### src/rtl/qspi_mem_responder.sv
// QSPI target bridging quad read (0xEB) / write (0x38) transactions onto a
// one-byte synchronous memory port; all QSPI pins are oversampled in clkin.
module qspi_mem_responder #(
  parameter int ADDR_BITS = 24
) (
  input  logic                 clkin,
  input  logic                 rst_n,
  input  logic                 sck,
  input  logic                 ce_n,
  input  logic [3:0]           sio_i,
  output logic [3:0]           sio_o,
  output logic                 sio_en,
  input  logic                 qspi_cmd,
  input  logic [3:0]           dummy,
  output logic                 mem_req,
  output logic                 mem_we,
  output logic [ADDR_BITS-1:0] mem_addr,
  output logic [7:0]           mem_wdata,
  input  logic [7:0]           mem_rdata
);

  typedef enum logic [2:0] {
    S_IDLE, S_CMD, S_ADDR, S_DUMMY, S_RDATA, S_WDATA, S_IGNORE
  } state_t;

  state_t r_state, w_next;

  logic       r_sck_s1, r_sck_s2, r_sck_s3;
  logic       r_ce_s1, r_ce_s2, r_ce_s3;
  logic [3:0] r_sio_s1, r_sio_s2;

  logic [6:0]  r_cmd;
  logic [3:0]  r_cnt;
  logic [23:0] r_addr;
  logic        r_is_wr, r_nib, r_rd_pend;
  logic [7:0]  r_shift;
  logic [3:0]  r_lo, r_whi;

  logic                 r_sio_en, r_mem_req, r_mem_we;
  logic [3:0]           r_sio_o;
  logic [ADDR_BITS-1:0] r_mem_addr;
  logic [7:0]           r_mem_wdata;

  logic        w_rise, w_fall, w_ce_hi, w_ce_fall;
  logic [7:0]  w_cmd_next;
  logic        w_cmd_last, w_cmd_ok;
  logic [23:0] w_addr_next, w_addr_inc;
  logic [3:0]  w_dummy_n;
  logic        w_dummy_done, w_drive_hi;

  // Synchronizer resets to 0 so a ce_n already low at reset release is not
  // mistaken for a new falling edge.
  always_ff @(posedge clkin or negedge rst_n) begin
    if (!rst_n) begin
      r_sck_s1 <= 1'b0; r_sck_s2 <= 1'b0; r_sck_s3 <= 1'b0;
      r_ce_s1  <= 1'b0; r_ce_s2  <= 1'b0; r_ce_s3  <= 1'b0;
      r_sio_s1 <= 4'h0; r_sio_s2 <= 4'h0;
    end else begin
      r_sck_s1 <= sck;      r_sck_s2 <= r_sck_s1; r_sck_s3 <= r_sck_s2;
      r_ce_s1  <= ce_n;     r_ce_s2  <= r_ce_s1;  r_ce_s3  <= r_ce_s2;
      r_sio_s1 <= sio_i;    r_sio_s2 <= r_sio_s1;
    end
  end

  assign w_rise       = r_sck_s2 & ~r_sck_s3;
  assign w_fall       = ~r_sck_s2 & r_sck_s3;
  assign w_ce_hi      = r_ce_s2;
  assign w_ce_fall    = r_ce_s3 & ~r_ce_s2;
  assign w_cmd_next   = qspi_cmd ? {r_cmd[3:0], r_sio_s2} : {r_cmd, r_sio_s2[0]};
  assign w_cmd_last   = qspi_cmd ? (r_cnt == 4'd1) : (r_cnt == 4'd7);
  assign w_cmd_ok     = (w_cmd_next == 8'hEB) || (w_cmd_next == 8'h38);
  assign w_addr_next  = {r_addr[19:0], r_sio_s2};
  assign w_addr_inc   = r_addr + 24'd1;
  assign w_dummy_n    = (dummy == 4'd0) ? 4'd1 : dummy;
  assign w_dummy_done = (r_cnt == w_dummy_n);
  // Every high-nibble fall (including the one leaving DUMMY) also prefetches.
  assign w_drive_hi   = ~w_ce_hi & w_fall &
                        (((r_state == S_DUMMY) & w_dummy_done) |
                         ((r_state == S_RDATA) & ~r_nib));

  always_ff @(posedge clkin or negedge rst_n) begin
    if (!rst_n) r_state <= S_IDLE;
    else        r_state <= w_next;
  end

  always_comb begin
    w_next = r_state;
    if ((r_state != S_IDLE) && w_ce_hi) begin
      w_next = S_IDLE;
    end else begin
      case (r_state)
        S_IDLE:  if (w_ce_fall) w_next = S_CMD;
        S_CMD:   if (w_rise && w_cmd_last) w_next = w_cmd_ok ? S_ADDR : S_IGNORE;
        S_ADDR:  if (w_rise && (r_cnt == 4'd5)) w_next = r_is_wr ? S_WDATA : S_DUMMY;
        S_DUMMY: if (w_drive_hi) w_next = S_RDATA;
        default: ;
      endcase
    end
  end

  always_ff @(posedge clkin or negedge rst_n) begin
    if (!rst_n) begin
      r_cmd <= 7'h0; r_cnt <= 4'h0; r_addr <= 24'h0;
      r_is_wr <= 1'b0; r_nib <= 1'b0; r_rd_pend <= 1'b0;
      r_shift <= 8'h0; r_lo <= 4'h0; r_whi <= 4'h0;
      r_sio_o <= 4'h0; r_sio_en <= 1'b0;
      r_mem_req <= 1'b0; r_mem_we <= 1'b0;
      r_mem_addr <= '0; r_mem_wdata <= 8'h0;
    end else begin
      r_mem_req <= 1'b0;
      r_rd_pend <= r_mem_req & ~r_mem_we;
      if (r_rd_pend) r_shift <= mem_rdata;
      if (w_ce_hi || (r_state == S_IDLE)) begin
        r_cnt    <= 4'h0;
        r_nib    <= 1'b0;
        r_sio_en <= 1'b0;
      end else if (w_drive_hi) begin
        r_sio_en   <= 1'b1;
        r_sio_o    <= r_shift[7:4];
        r_lo       <= r_shift[3:0];
        r_nib      <= 1'b1;
        r_addr     <= w_addr_inc;
        r_mem_req  <= 1'b1;
        r_mem_we   <= 1'b0;
        r_mem_addr <= w_addr_inc[ADDR_BITS-1:0];
      end else begin
        case (r_state)
          S_CMD: if (w_rise) begin
            r_cmd <= w_cmd_next[6:0];
            r_cnt <= w_cmd_last ? 4'h0 : r_cnt + 4'd1;
            if (w_cmd_last) r_is_wr <= (w_cmd_next == 8'h38);
          end
          S_ADDR: if (w_rise) begin
            r_addr <= w_addr_next;
            r_cnt  <= (r_cnt == 4'd5) ? 4'h0 : r_cnt + 4'd1;
            if ((r_cnt == 4'd5) && !r_is_wr) begin
              r_mem_req  <= 1'b1;
              r_mem_we   <= 1'b0;
              r_mem_addr <= w_addr_next[ADDR_BITS-1:0];
            end
          end
          S_DUMMY: if (w_rise) r_cnt <= r_cnt + 4'd1;
          S_RDATA: if (w_fall) begin
            r_sio_o <= r_lo;
            r_nib   <= 1'b0;
          end
          S_WDATA: if (w_rise) begin
            if (!r_nib) begin
              r_whi <= r_sio_s2;
              r_nib <= 1'b1;
            end else begin
              r_nib       <= 1'b0;
              r_mem_req   <= 1'b1;
              r_mem_we    <= 1'b1;
              r_mem_wdata <= {r_whi, r_sio_s2};
              r_mem_addr  <= r_addr[ADDR_BITS-1:0];
              r_addr      <= w_addr_inc;
            end
          end
          default: ;
        endcase
      end
    end
  end

  assign sio_o     = r_sio_o;
  assign sio_en    = r_sio_en;
  assign mem_req   = r_mem_req;
  assign mem_we    = r_mem_we;
  assign mem_addr  = r_mem_addr;
  assign mem_wdata = r_mem_wdata;

endmodule

### config.mk
export PLATFORM = sky130hd
export DESIGN_NAME = qspi_mem_responder
export DESIGN_NICKNAME = d
export VERILOG_FILES = /design/src/rtl/qspi_mem_responder.sv
export SDC_FILE = /design/constraint.sdc
export NUM_CORES = 1
export LEC_CHECK = 0
export BUFFER_PORTS_ARGS = -buffer_cell sky130_fd_sc_hd__buf_2
export CAP_MARGIN = 20
export CORE_AREA = 2 2 104 106
export DETAILED_ROUTE_END_ITERATION = 7
export DIE_AREA = 0 0 106 108
export GPL_TIMING_DRIVEN = 0
export PLACE_DENSITY_LB_ADDON = 0.1
export SYNTH_ARGS = -nofsm -noshare
export SYNTH_HDL_FRONTEND = slang
export SYNTH_SLANG_ARGS = --single-unit
### constraint.sdc
create_clock -name clkin -period 2.5 [get_ports clkin]
set_clock_uncertainty 0.05 [all_clocks]
set_input_delay 0.5 -clock clkin [delete_from_list [all_inputs] [get_ports clkin]]
set_output_delay 0.5 -clock clkin [all_outputs]
set_load 0.02 [all_outputs]
==> out/summary.txt <==
gate count after technology mapping: 600
ranking of synthesized cells by area: sky130_fd_sc_hd__dfrtp_1 46%, sky130_fd_sc_hd__mux2i_1 5.0%, sky130_fd_sc_hd__a21oi_1 4.2%
initial antenna violation count: 0
Fin. Hold Viols: 0
DR vias/cell: 6.33
Post-synth top flop: sky130_fd_sc_hd__dfrtp_1
Required @ worst endpoint: 2.72 ns
wire length of the first global-routing pass: 26000 um
dominant delay contributor by cell family on the critical path: simple AND/OR/NAND/NOR gates
area of the core: 10200 um^2
largest net degree at the start of global routing: 68
weighted congestion at the end of routability-driven global placement: 0.958
Clock Tree Root: sky130_fd_sc_hd__clkbuf_8
via count of the routed design: 5143
unrepaired setup endpoints after global routing: yes
Power per Cell Area: 517 nW/um^2
dominant cell by count in the synthesized netlist: sky130_fd_sc_hd__dfrtp_1
sequence of cells on the critical path: ha_1 > nand2_1 > nor4_4 > buf_2 > nand2_1 > nor2_1 > mux2i_1 > o21ai_1
post-placement cell area: 6450 um^2
total inserted antenna cells: 0
HPWL after detailed placement: 11200 um
relative area change from synthesis to final layout: 12.2%
number of rows created at floorplan: 37
count of final max-slew check failures: 0
element type at the critical path end: flip-flop
number of H-tree branching levels: 3
latest clock arrival within the worst-skew pair: 0.39 ns
drt first-iter violations: 528
DP Worst Slack: -0.173 ns
VDD IR max: 0.332 mV
floorplan die area: 11400 um^2
IO Port Bufs: 59
clk sink count: 110
clock buffers created by TritonCTS: 9
path depth of the worst reg2reg path: 8
Bufs and invs on worst path: 1
final antenna-violating net count: 0
final setup margin: 0.0977 ns
IO Count: 60
max capacitance violation total: 0
peak clock frequency supported by timing: 416 MHz
Max clock buf depth: 2
Post-synth EDFFs: 0
filler cell count in the final layout: 888
path type of the worst setup path: flip-flop to flip-flop
critical path's most frequent cell: sky130_fd_sc_hd__nand2_1
count of unresolved DRC violations after routing: 0
Max-Slew Margin vs Limit: 0.473
# nets final: 697
vias in the first global route: 5078
share of layout cells above drive strength 1: 0.245
list of most frequent post-synthesis cells: 110 x sky130_fd_sc_hd__dfrtp_1, 57 x sky130_fd_sc_hd__nand2_1, 50 x sky130_fd_sc_hd__a21oi_1
#FFs+latches synth: 110
number of endpoints failing setup at the final stage: 0
Worst Hold Class: input port to asynchronous set/reset pin
starting density of the core: 0.582
DIE WIDTH: 106 um
global-route usage over all layers: 0.293
Mapped Nets: 624
mean instance size in the synthesized netlist: 9.92 um^2
total detailed-routing wirelength: 15900 um
router iterations before antenna repair: 5
kind of launch point of the worst setup path: flip-flop
dominant cell type by area after synthesis: sky130_fd_sc_hd__dfrtp_1
post-route cell area: 6680 um^2
wire per inst: 19.5 um
post-layout min period: 2.40 ns
final global-route overflow total: 0
largest driver fanout on the critical path: 10
FFs w/ async S/R, synth: 1.00
leakage: 0.00299 uW
master of the slowest instance on the critical path: sky130_fd_sc_hd__dfrtp_1
portion of the post-synthesis area used by sequential elements: 0.462
number of distinct library cells after synthesis: 84
Die Y-Extent: 108 um
transition time at the pin with the least slew margin: 0.790 ns
result of the run: finished clean
area of the mapped netlist: 5950 um^2
share of the synthesized area in the top cell type: 0.462
data arrival time of the critical path: 2.63 ns
number of warnings reported in the yosys synthesis log: 0
TritonCTS clock tree: yes
clock input transition at the sequential cells of the worst setup and hold paths: 0.11 ns
number of logic stages on the critical path including buffering: 8
period utilization: 0.961
largest incremental delay on the critical path: 0.50 ns
-- cells by family (layout without fill, tap and decap cells) --
family | Yosys count | in the layout | synth area share
multiplexers | 52 | 52 | 0.0921
AND/OR/NAND/NOR | 193 | 193 | 0.174
AO/OA/AOI/OAI | 176 | 176 | 0.209
XOR/XNOR | 5 | 5 | 0.00736
flip-flops | 110 | 110 | 0.462
adder cells (fa/ha/maj) | 3 | 3 | 0.00631
buffers and inverters | 61 | 138 | 0.0490
-- layout make-up --
| type | count | area [um^2] | area share |
|---|---|---|---|
| buffer | 44 | 231 | 0.0346 |
| clock buffer | 9 | 124 | 0.0185 |
| clock inverter | 6 | 47.5 | 0.00712 |
| inverter | 16 | 60.1 | 0.00899 |
| multi-input combinational | 429 | 2950 | 0.441 |
| sequential | 110 | 2750 | 0.412 |
| tap | 136 | 170 | 0.0255 |
| timing repair buffer | 63 | 348 | 0.0521 |
-- per-layer routing --
metal  vias up  wire length, um  track usage
li1       2363                -            -
met1      2488             7010        0.399
met2       243             7140        0.454
met3        49             1180       0.0512
met4         0              555        0.151
met5         -                0            0
-- power breakdown --
part | internal, uW | switching (uW) | leakage, uW | total (uW)
clock network | 367 | 641 | 0.0000861 | 1010
registers | 1890 | 85.7 | 0.00138 | 1980
logic | 188 | 283 | 0.00152 | 471
total | 2440 | 1010 | 0.00299 | 3450
-- cell usage in the layout (no fill, tap or decap), types with 11 or more instances in the layout --
cell type                  synthesis  layout
sky130_fd_sc_hd__mux2i_1          30      30
sky130_fd_sc_hd__mux2_2           22      22
sky130_fd_sc_hd__o21ai_0          16      16
sky130_fd_sc_hd__inv_1            15      15
sky130_fd_sc_hd__nor3_1           13      13
sky130_fd_sc_hd__nor2_1           42      42
sky130_fd_sc_hd__nand2_1          57      57
sky130_fd_sc_hd__buf_2            23      80
sky130_fd_sc_hd__clkbuf_1         13      11
sky130_fd_sc_hd__a21oi_1          50      50
sky130_fd_sc_hd__o22ai_1          13      13
sky130_fd_sc_hd__dfrtp_1         110     109
sky130_fd_sc_hd__nand3_1          23      23
-- final timing paths --
check	slack, ns	start	endpoint
max reg2reg	0.1	r_addr[1]$_DFFE_PN0P_	mem_addr[20]$_DFFE_PN0P_
min reg2reg	0.31	r_sio_s1[3]$_DFF_PN0_	r_sio_s2[3]$_DFF_PN0_
min in group clkin	0.16	sio_i[3]	r_sio_s1[3]$_DFF_PN0_
min	0.06	rst_n	r_addr[13]$_DFFE_PN0P_
max	0.1	r_addr[1]$_DFFE_PN0P_	mem_addr[20]$_DFFE_PN0P_
max in group asynchronous	1.61	rst_n	mem_addr[23]$_DFFE_PN0P_
-- registers in the layout, summed over array words and instances (netlist names), 3 cells and up --
| register | flops |
|---|---|
| mem_addr | 24 |
| r_addr | 24 |
| mem_wdata | 8 |
| r_shift | 8 |
| r_cmd | 7 |
| r_cnt | 4 |
| r_lo | 4 |
| r_sio_s1 | 4 |
| r_sio_s2 | 4 |
| r_whi | 4 |
| sio_o | 4 |
| r_state | 3 |
-- timing repair --
item,4_1_cts,5_1_grt
endpoints found under the setup margin,3,15
hold buffers,0,0
gates resized for setup,4,6
setup buffers,1,2
pin swaps,0,1
-- worst reg2reg max path, stage by stage (launching register included) --
cell	delay [ns]
sky130_fd_sc_hd__dfrtp_1	0.50
sky130_fd_sc_hd__ha_1	0.31
sky130_fd_sc_hd__nand2_1	0.20
sky130_fd_sc_hd__nor4_4	0.24
sky130_fd_sc_hd__buf_2	0.29
sky130_fd_sc_hd__nand2_1	0.18
sky130_fd_sc_hd__nor2_1	0.24
sky130_fd_sc_hd__mux2i_1	0.21
sky130_fd_sc_hd__o21ai_1	0.07
-- metrics by stage --
stage	cells	power [uW]	util	setup TNS, ns	hold WS, ns
floorplan	600	2290	-	0	0.154
global placement	795	2450	0.627	-38.36	0.283
detailed placement	796	2480	0.630	-2.57	0.286
CTS	812	3470	0.650	0	0.0782
global route	813	3600	0.653	-0.0151	0.103
finish	813	3450	0.653	0	0.0634
Note: power is estimated with default switching activity, not from simulation.
